<file path="src/rtl/alu_operand_stage.sv">
// Issue stage ahead of the ALU: register file, pending scoreboard, hazard stall,
// and a registered select/a/b/rd output with valid/ready handshakes on both sides.
module alu_operand_stage #(
  parameter int unsigned WIDTH     = 32,
  parameter int unsigned REG_COUNT = 8,
  parameter int unsigned ADDR_W    = 3
) (
  input  logic              clk,
  input  logic              rst,
  input  logic              in_valid,
  output logic              in_ready,
  input  logic [2:0]        in_op,
  input  logic [ADDR_W-1:0] in_rs1,
  input  logic [ADDR_W-1:0] in_rs2,
  input  logic [ADDR_W-1:0] in_rd,
  input  logic              in_imm_en,
  input  logic [WIDTH-1:0]  in_imm,
  output logic              out_valid,
  input  logic              out_ready,
  output logic [2:0]        select,
  output logic [WIDTH-1:0]  a,
  output logic [WIDTH-1:0]  b,
  output logic [ADDR_W-1:0] out_rd,
  input  logic              wb_en,
  input  logic [ADDR_W-1:0] wb_rd,
  input  logic [WIDTH-1:0]  wb_data,
  output logic              busy
);

  logic [WIDTH-1:0]     r_regs [REG_COUNT];
  logic [REG_COUNT-1:0] r_pending;
  logic                 r_busy;
  logic                 r_out_valid;
  logic [2:0]           r_select;
  logic [WIDTH-1:0]     r_a;
  logic [WIDTH-1:0]     r_b;
  logic [ADDR_W-1:0]    r_out_rd;

  logic                 w_unary;
  logic [REG_COUNT-1:0] w_wb_clr;
  logic [REG_COUNT-1:0] w_pend_eff;
  logic [REG_COUNT-1:0] w_set;
  logic [REG_COUNT-1:0] w_pend_next;
  logic                 w_hazard;
  logic                 w_accept;
  logic [WIDTH-1:0]     w_rs1_val;
  logic [WIDTH-1:0]     w_rs2_val;
  logic [WIDTH-1:0]     w_b_next;

  // Hazard detection; a same-cycle writeback already resolves its register.
  always_comb begin
    w_unary  = in_op[2];
    w_wb_clr = '0;
    if (wb_en) w_wb_clr[wb_rd] = 1'b1;
    w_pend_eff = r_pending & ~w_wb_clr;
    w_hazard   = w_pend_eff[in_rs1]
               | (w_pend_eff[in_rs2] & ~w_unary & ~in_imm_en)
               | w_pend_eff[in_rd];
    in_ready = !rst && (!r_out_valid || out_ready) && !w_hazard;
    w_accept = in_valid && in_ready;
    w_set    = '0;
    if (w_accept && (in_rd != '0)) w_set[in_rd] = 1'b1;
    w_pend_next = w_pend_eff | w_set;
  end

  // Operand read with writeback bypass; register 0 is hard zero.
  always_comb begin
    w_rs1_val = r_regs[in_rs1];
    if (wb_en && (wb_rd == in_rs1)) w_rs1_val = wb_data;
    if (in_rs1 == '0) w_rs1_val = '0;
    w_rs2_val = r_regs[in_rs2];
    if (wb_en && (wb_rd == in_rs2)) w_rs2_val = wb_data;
    if (in_rs2 == '0) w_rs2_val = '0;
    if (in_imm_en)    w_b_next = in_imm;
    else if (w_unary) w_b_next = '0;
    else              w_b_next = w_rs2_val;
  end

  always_ff @(posedge clk) begin
    if (rst) begin
      r_regs      <= '{default: '0};
      r_pending   <= '0;
      r_busy      <= 1'b0;
      r_out_valid <= 1'b0;
      r_select    <= '0;
      r_a         <= '0;
      r_b         <= '0;
      r_out_rd    <= '0;
    end else begin
      if (wb_en && (wb_rd != '0)) r_regs[wb_rd] <= wb_data;
      r_pending <= w_pend_next;
      r_busy    <= |w_pend_next;
      if (w_accept) begin
        r_out_valid <= 1'b1;
        r_select    <= in_op;
        r_a         <= w_rs1_val;
        r_b         <= w_b_next;
        r_out_rd    <= in_rd;
      end else if (out_ready) begin
        r_out_valid <= 1'b0;
      end
    end
  end

  assign out_valid = r_out_valid;
  assign select    = r_select;
  assign a         = r_a;
  assign b         = r_b;
  assign out_rd    = r_out_rd;
  assign busy      = r_busy;

endmodule
</file>
<file path="config.mk">
export PLATFORM = sky130hd
export DESIGN_NAME = alu_operand_stage
export DESIGN_NICKNAME = d
export VERILOG_FILES = /design/src/rtl/alu_operand_stage.sv
export SDC_FILE = /design/constraint.sdc
export NUM_CORES = 1
export LEC_CHECK = 0
export ABC_CLOCK_PERIOD_IN_PS = 2650
export CAP_MARGIN = 10
export CORE_AREA = 3 3 252 254
export CTS_BUF_LIST = sky130_fd_sc_hd__clkbuf_4
export DETAILED_ROUTE_END_ITERATION = 12
export DIE_AREA = 0 0 255 257
export DONT_BUFFER_PORTS = 1
export PLACE_DENSITY = 0.46
export SLEW_MARGIN = 10
export SYNTH_ARGS = -nofsm -noshare
export SYNTH_HDL_FRONTEND = slang
export SYNTH_SLANG_ARGS = --single-unit
</file>
<file path="constraint.sdc">
create_clock -name clk -period 2.65 [get_ports clk]
set_input_delay 0.3975 -clock clk [delete_from_list [all_inputs] [get_ports clk]]
set_output_delay 0.3975 -clock clk [all_outputs]
set_load 0.1 [all_outputs]
</file>
# Word-level counts from Yosys, hierarchy flattened
# Cells that the tools add are included.
dict set report op_classes {
  add_sub_neg 0
  multipliers 0
  div_mod_pow 0
  n_lt_le_gt_ge 10
  eq_ne 2
  shift 0
  mux 29
  bitwise_logic 12
  reduce_logical 20
}
# op count
set ops {}
lappend ops {{two-way mux 32 bit} 11}
lappend ops {{bitwise mux 256 bit} 1}
lappend ops {{binary-select mux 32 bit (select 3 bit)} 2}
lappend ops {{demux 32 bit (select 3 bit)} 1}
lappend ops {{< comparator 3 x 4 -> 1 bit, second input constant} 4}
lappend ops {{two-way mux 8 bit} 2}
lappend ops {{greater-or-equal comparator 4 bit, second input constant} 3}
lappend ops {{NOT 3 -> 4 bit} 3}
lappend ops {{logical AND 1 bit} 10}
lappend ops {{binary-select mux 1 bit (select 3 bit)} 3}
lappend ops {{bitwise AND 8 bit} 1}
lappend ops {{NOT 8 bit} 1}
lappend ops {{OR 8 bit} 1}
lappend ops {{OR reduction 8 bit} 1}
lappend ops {{two-way mux 1 bit} 7}
lappend ops {{demux 1 bit (select 3 bit)} 2}
lappend ops {{equality test 3 bit} 2}
lappend ops {{greater-or-equal comparator 3 x 1 -> 1 bit, second input constant} 2}
lappend ops {{logical NOT 3 bit} 2}
lappend ops {{nonzero test 3 bit} 2}
lappend ops {{< comparator 4 x 1 -> 1 bit, second input constant} 1}
lappend ops {{logical NOT 1 bit} 3}
lappend ops {{bitwise AND 1 bit} 2}
lappend ops {{NOT 1 bit} 2}
lappend ops {{other kinds (3)} 4}
dict set report word_totals {
  register_bits 336
  latch_bits 0
  ram_bits 0
  mem_bits_ro 0
  out_inout_bits 73
  elab_cells 88
  mem_count 0
}

# Depth between registers and ports, before layout
dict set report logic_depth {
  word_depth 20
  depth_mapped 10
}

# Worst setup path after synthesis
# OpenSTA, ideal clock, no wires.
dict set report synth_path {
  path_type {in2out}
  from {input port wb_rd[1]}
  to {output port in_ready}
  arrival_time_ps 2604
  slack_ps -351
  path_stages 5
  cell_sequence {or4b_4 > nand3_1 > o211ai_1 > a32o_1 > nor2_1}
}
dict set report synth_between {
  elab_chain_len 15
  word_cells_on_any_way 20
  cone_classes {order compare: 2; mux: 9; bitwise: 6; reduce/logical: 3}
}
# item line
set synth_rtl {}
lappend synth_rtl {{start, declared} 25} ;# input logic [ADDR_W-1:0] wb_rd,
lappend synth_rtl {{< comparator 3 x 4 -> 1 bit (not written as such) or greater-or-equal comparator 3 x 1 -> 1 bit (tied branches)} 54} ;# if (wb_en) w_wb_clr[wb_rd] = 1'b1;
lappend synth_rtl {{logical AND 1 bit (not written as such)} 54}
lappend synth_rtl {{two-way mux 1 bit (not written as such)} 54}
lappend synth_rtl {{demux 1 bit (select 3 bit) (*)} 54}
lappend synth_rtl {{two-way mux 8 bit (*)} 54}
lappend synth_rtl {{NOT 8 bit (*)} 55} ;# w_pend_eff = r_pending & ~w_wb_clr;
lappend synth_rtl {{bitwise AND 8 bit (*)} 55}
lappend synth_rtl {{binary-select mux 1 bit (select 3 bit)} 57} ;# | (w_pend_eff[in_rs2] & ~w_unary & ~in_imm_en)
lappend synth_rtl {{two-way mux 1 bit (not written as such)} 57}
lappend synth_rtl {{bitwise AND 1 bit (2 in a row)} 57}
lappend synth_rtl {{OR 1 bit} 57}
lappend synth_rtl {{OR 1 bit (*)} 58} ;# | w_pend_eff[in_rd];
lappend synth_rtl {{logical NOT 1 bit (*)} 59} ;# in_ready = !rst && (!r_out_valid || out_ready) && !w_hazard;
lappend synth_rtl {{logical AND 1 bit (*)} 59}
lappend synth_rtl {{end, declared} 11} ;# output logic in_ready,
# Mark *: on every way between the ends. The rest lies on a longest branch, timed or not. The select of a mux whose other input is x is not followed.

# Worst setup path in the final report
dict set report layout_path {
  from {input port wb_rd[2]}
  to {output port in_ready}
}
# Same word-level chain as after synthesis.

==> summary.md <==
| Metric | Value |
|---|---|
| Run status | `completed` |
| Worst Tran Pin Value | `1110 ps` |
| Final antenna-violating net count | `0` |
| Initial antenna violation count | `9` |
| Main area contributors after synthesis | `dfxtp_1, nand2_1, a21oi_1, o22ai_1, mux2i_1` |
| Gate Count Post-Synth | `between 1500 and 2000` |
| Critical Path RT | `between 2000 and 2500 ps` |
| Flops & latches, synth | `304` |
| Hold Crit Depth | `4` |
| Pwr dens | `~570 mW/mm^2` |
| Setup TNS | `0 ps` |
| DRC violations left | `0` |
| Count leader, synth | `nand2_1` |
| Worst setup margin | `between 80 and 90 ps` |
| Post-DP HPWL | `36.0 mm` |
| Final Hold Viols | `0` |
| R2R Path Start | `out_valid` |
| Crit path DAT | `about 2200 ps` |
| Slew Viols, Final | `0` |
| Top FF cell, synth | `dfxtp_1` |
| Initial drt markers | `between 1000 and 1500` |
| CTS Root Cell | `clkbuf_4` |
| Relative slew slack | `approximately a quarter` |
| Post-synth EDFFs | `0` |
| # Max-Cap Violations | `0` |
| Non-Filler Instances | `3046` |
| Comb pwr share | `a little over an eighth` |
| CTS tree | `done` |
| Cell variety after synth | `54` |
| Num CTS Buffers | `just under 90` |
| Nets | `approximately 2300` |
| Psw | `between 3000 and 4000 uW` |
| Worst Hold Class | `input pin to flop` |
| Ys Warns | `0` |
| Layout cells sized above 1 | `approximately 12%` |
| RePlAce Congestion | `0.817` |
| Worst-Skew Late Latency | `810 ps` |
| Maximum VDD drop | `around 0.21 mV` |
| Worst-path clk slew | `around 60 ps` |
| Fin crit share | `roughly 97%` |
| Sw frac | `~30%` |
| WS Path Type | `input pin to output pin` |
| Synth Cell Area | `around 0.015 mm^2` |
| Peak Freq | `390 MHz` |
| Global route overflow | `0` |
| Reg area | `roughly 0.006 mm^2` |
| Endpoints failing setup | `0` |
| Largest net degree at the start of global routing | `roughly 180` |
| Top-area cell type share of the netlist area | `39.9%` |
| GRT Overall Usage | `between 20% and 30%` |
| Starting Density | `between 20% and 30%` |
| Worst r2r dst | `select[2]` |
| Startpoint types | `input pin` |
| Row count | `between 90 and 100` |
| Worst Skew | `about 50 ps` |
| Die width | `255 um` |
| Full die area | `0.0655 mm^2` |
| Post-synth top area cell | `dfxtp_1` |
| Fill cells | `about 6500` |
| RSZ-0062 raised after global routing | `false` |
| Critical path fanouts, max | `16` |
| P_leak | `~0.0075 uW` |
| Vias | `between 15000 and 20000` |
| Pint | `7780 uW` |
| I/O Pins | `about 160` |
| Max H-tree Level | `3` |
| Count of input and output buffers | `0` |
| Clk pwr share | `between 40% and 50%` |
| Global-route wire length before repair | `slightly above 100 mm` |
| Hold Startpoint | `wb_rd[1]` |
| Flop pwr share | `between 40% and 50%` |
| Post-synth top cells | `nand2_1, dfxtp_1, a21oi_1` |
| Placed Cells | `between 2000 and 3000` |
| WL/cell | `between 20 and 25 um` |
| Sequential area share after synthesis | `39.9%` |
| WL final | `about 68 mm` |
| Place WS | `~280 ps` |
| Die H | `around 260 um` |
| Post-synth ARST share | `0%` |
| Vias in the first global route | `about 16000` |
| Crit path time final | `2560 ps` |
| Worst hold path endpoint | `r_regs[1]` |
| Area grow syn2layout | `29.5%` |
| Syn avg cell area | `7.65 um^2` |
| Via/cell ratio | `roughly 5.3` |
| Postcts setup bufs | `0` |
| Critical Path End Type | `output pin` |
| DR pass1 iterations | `6` |
| Core area | `between 0.06 and 0.07 mm^2` |
| Multi-input gate area | `about 0.0083 mm^2` |
| Maximum clock insertion buffer count | `3` |
| Clock Sinks | `between 300 and 400` |
| Synthesized Nets | `about 2100` |
| R2R cell count | `7` |
| Reg2Reg Setup Slack | `230 ps` |
-- layout by cell type, fill, tap and decap left out, drive strengths merged, types with 5 or more instances in the layout --
cell type / count
a211oi: 65
a21oi: 289
mux2i: 98
inv: 36
buf: 75
mux2: 36
diode: 6
nand4: 6
a221oi: 28
o22ai: 161
nor2b: 9
o21ai: 65
clkbuf: 135
and2: 35
nand2b: 70
clkinv: 18
dlygate4sd3: 241
o32ai: 5
dfxtp: 304
nand3: 9
nand2: 496
nor2: 13
-- sequential cells by signal, indices dropped and copies added, names as in the netlist --
signal / count
r_regs: 224
a: 32
b: 32
r_pending: 8
out_rd: 3
select: 3
busy: 1
out_valid: 1
-- critical path, cell delays in order --
cell and delay [ps]:
dlygate4sd3_1 610, nand4bb_2 230, nand2_1 180, o2111ai_1 120, a32o_2 330, nor2_4 110, buf_12 180
-- timing repair --
action,in CTS,in global routing
gates resized for setup,0,4
hold buffers,243,0
endpoints found under the hold margin,304,0
endpoints found under the setup margin,0,1
-- routing by layer --
layer | global-route usage, % | wire length, um | up-vias
met1 | 24.7 | 27800 | 7751
met5 | 0 | 39 | -
met4 | 9.36 | 2490 | 6
li1 | - | - | 7429
met3 | 4.99 | 5240 | 180
met2 | 33.5 | 32000 | 668
-- logic make-up after synthesis --
group	count (synthesis)	share of synthesized area [%]
and+or+nand+nor	661	19.3
AOI/OAI and AO/OA	639	24.8
DFF	304	39.9
buffers and inverters	252	6.62
muxes	134	9.08
xor gates and xnor gates	5	0.287
-- area by class of cell --
type / instances / share of cell area (%)
multi-input cells: 1439 / 42.0
flip-flops and latches: 304 / 30.8
repair buffers: 316 / 15.6
clock buffers: 135 / 5.13
well taps: 790 / 5.00
clock inverters: 21 / 0.696
inverters: 35 / 0.665
diodes: 6 / 0.0760
-- through the flow --
stage | hold slack (ps) | util [%] | power, uW | instance area (um^2)
after global routing | 33.5 | 32.1 | 11600 | 19800
after global placement | 442 | 26.2 | 6170 | 16100
after detailed placement | 446 | 26.2 | 6180 | 16100
final | 78.2 | 32.1 | 11200 | 19800
after CTS | 3.75 | 32.1 | 11300 | 19700
after floorplan | 436 | - | 6050 | 15300
-- worst max-delay path by stage --
stage,startpoint,endpoint,depth (start not counted)
global placement,wb_rd[1],a[20],7
global route,r_pending[1],in_ready,6
CTS,r_pending[1],in_ready,6
detailed placement,wb_rd[2],a[20],7
finish,wb_rd[2],in_ready,7
floorplan,wb_rd[1],in_ready,5
-- power by group through the flow --
stage                     clock network (uW)  registers (uW)  logic, uW
after floorplan                            0            5200        857
after global placement                     0            5070       1090
after detailed placement                   0            5080       1100
after CTS                               4850            4980       1460
after global routing                    5090            4990       1570
final                                   4730            4980       1470
(Power assumes the default switching activity.)
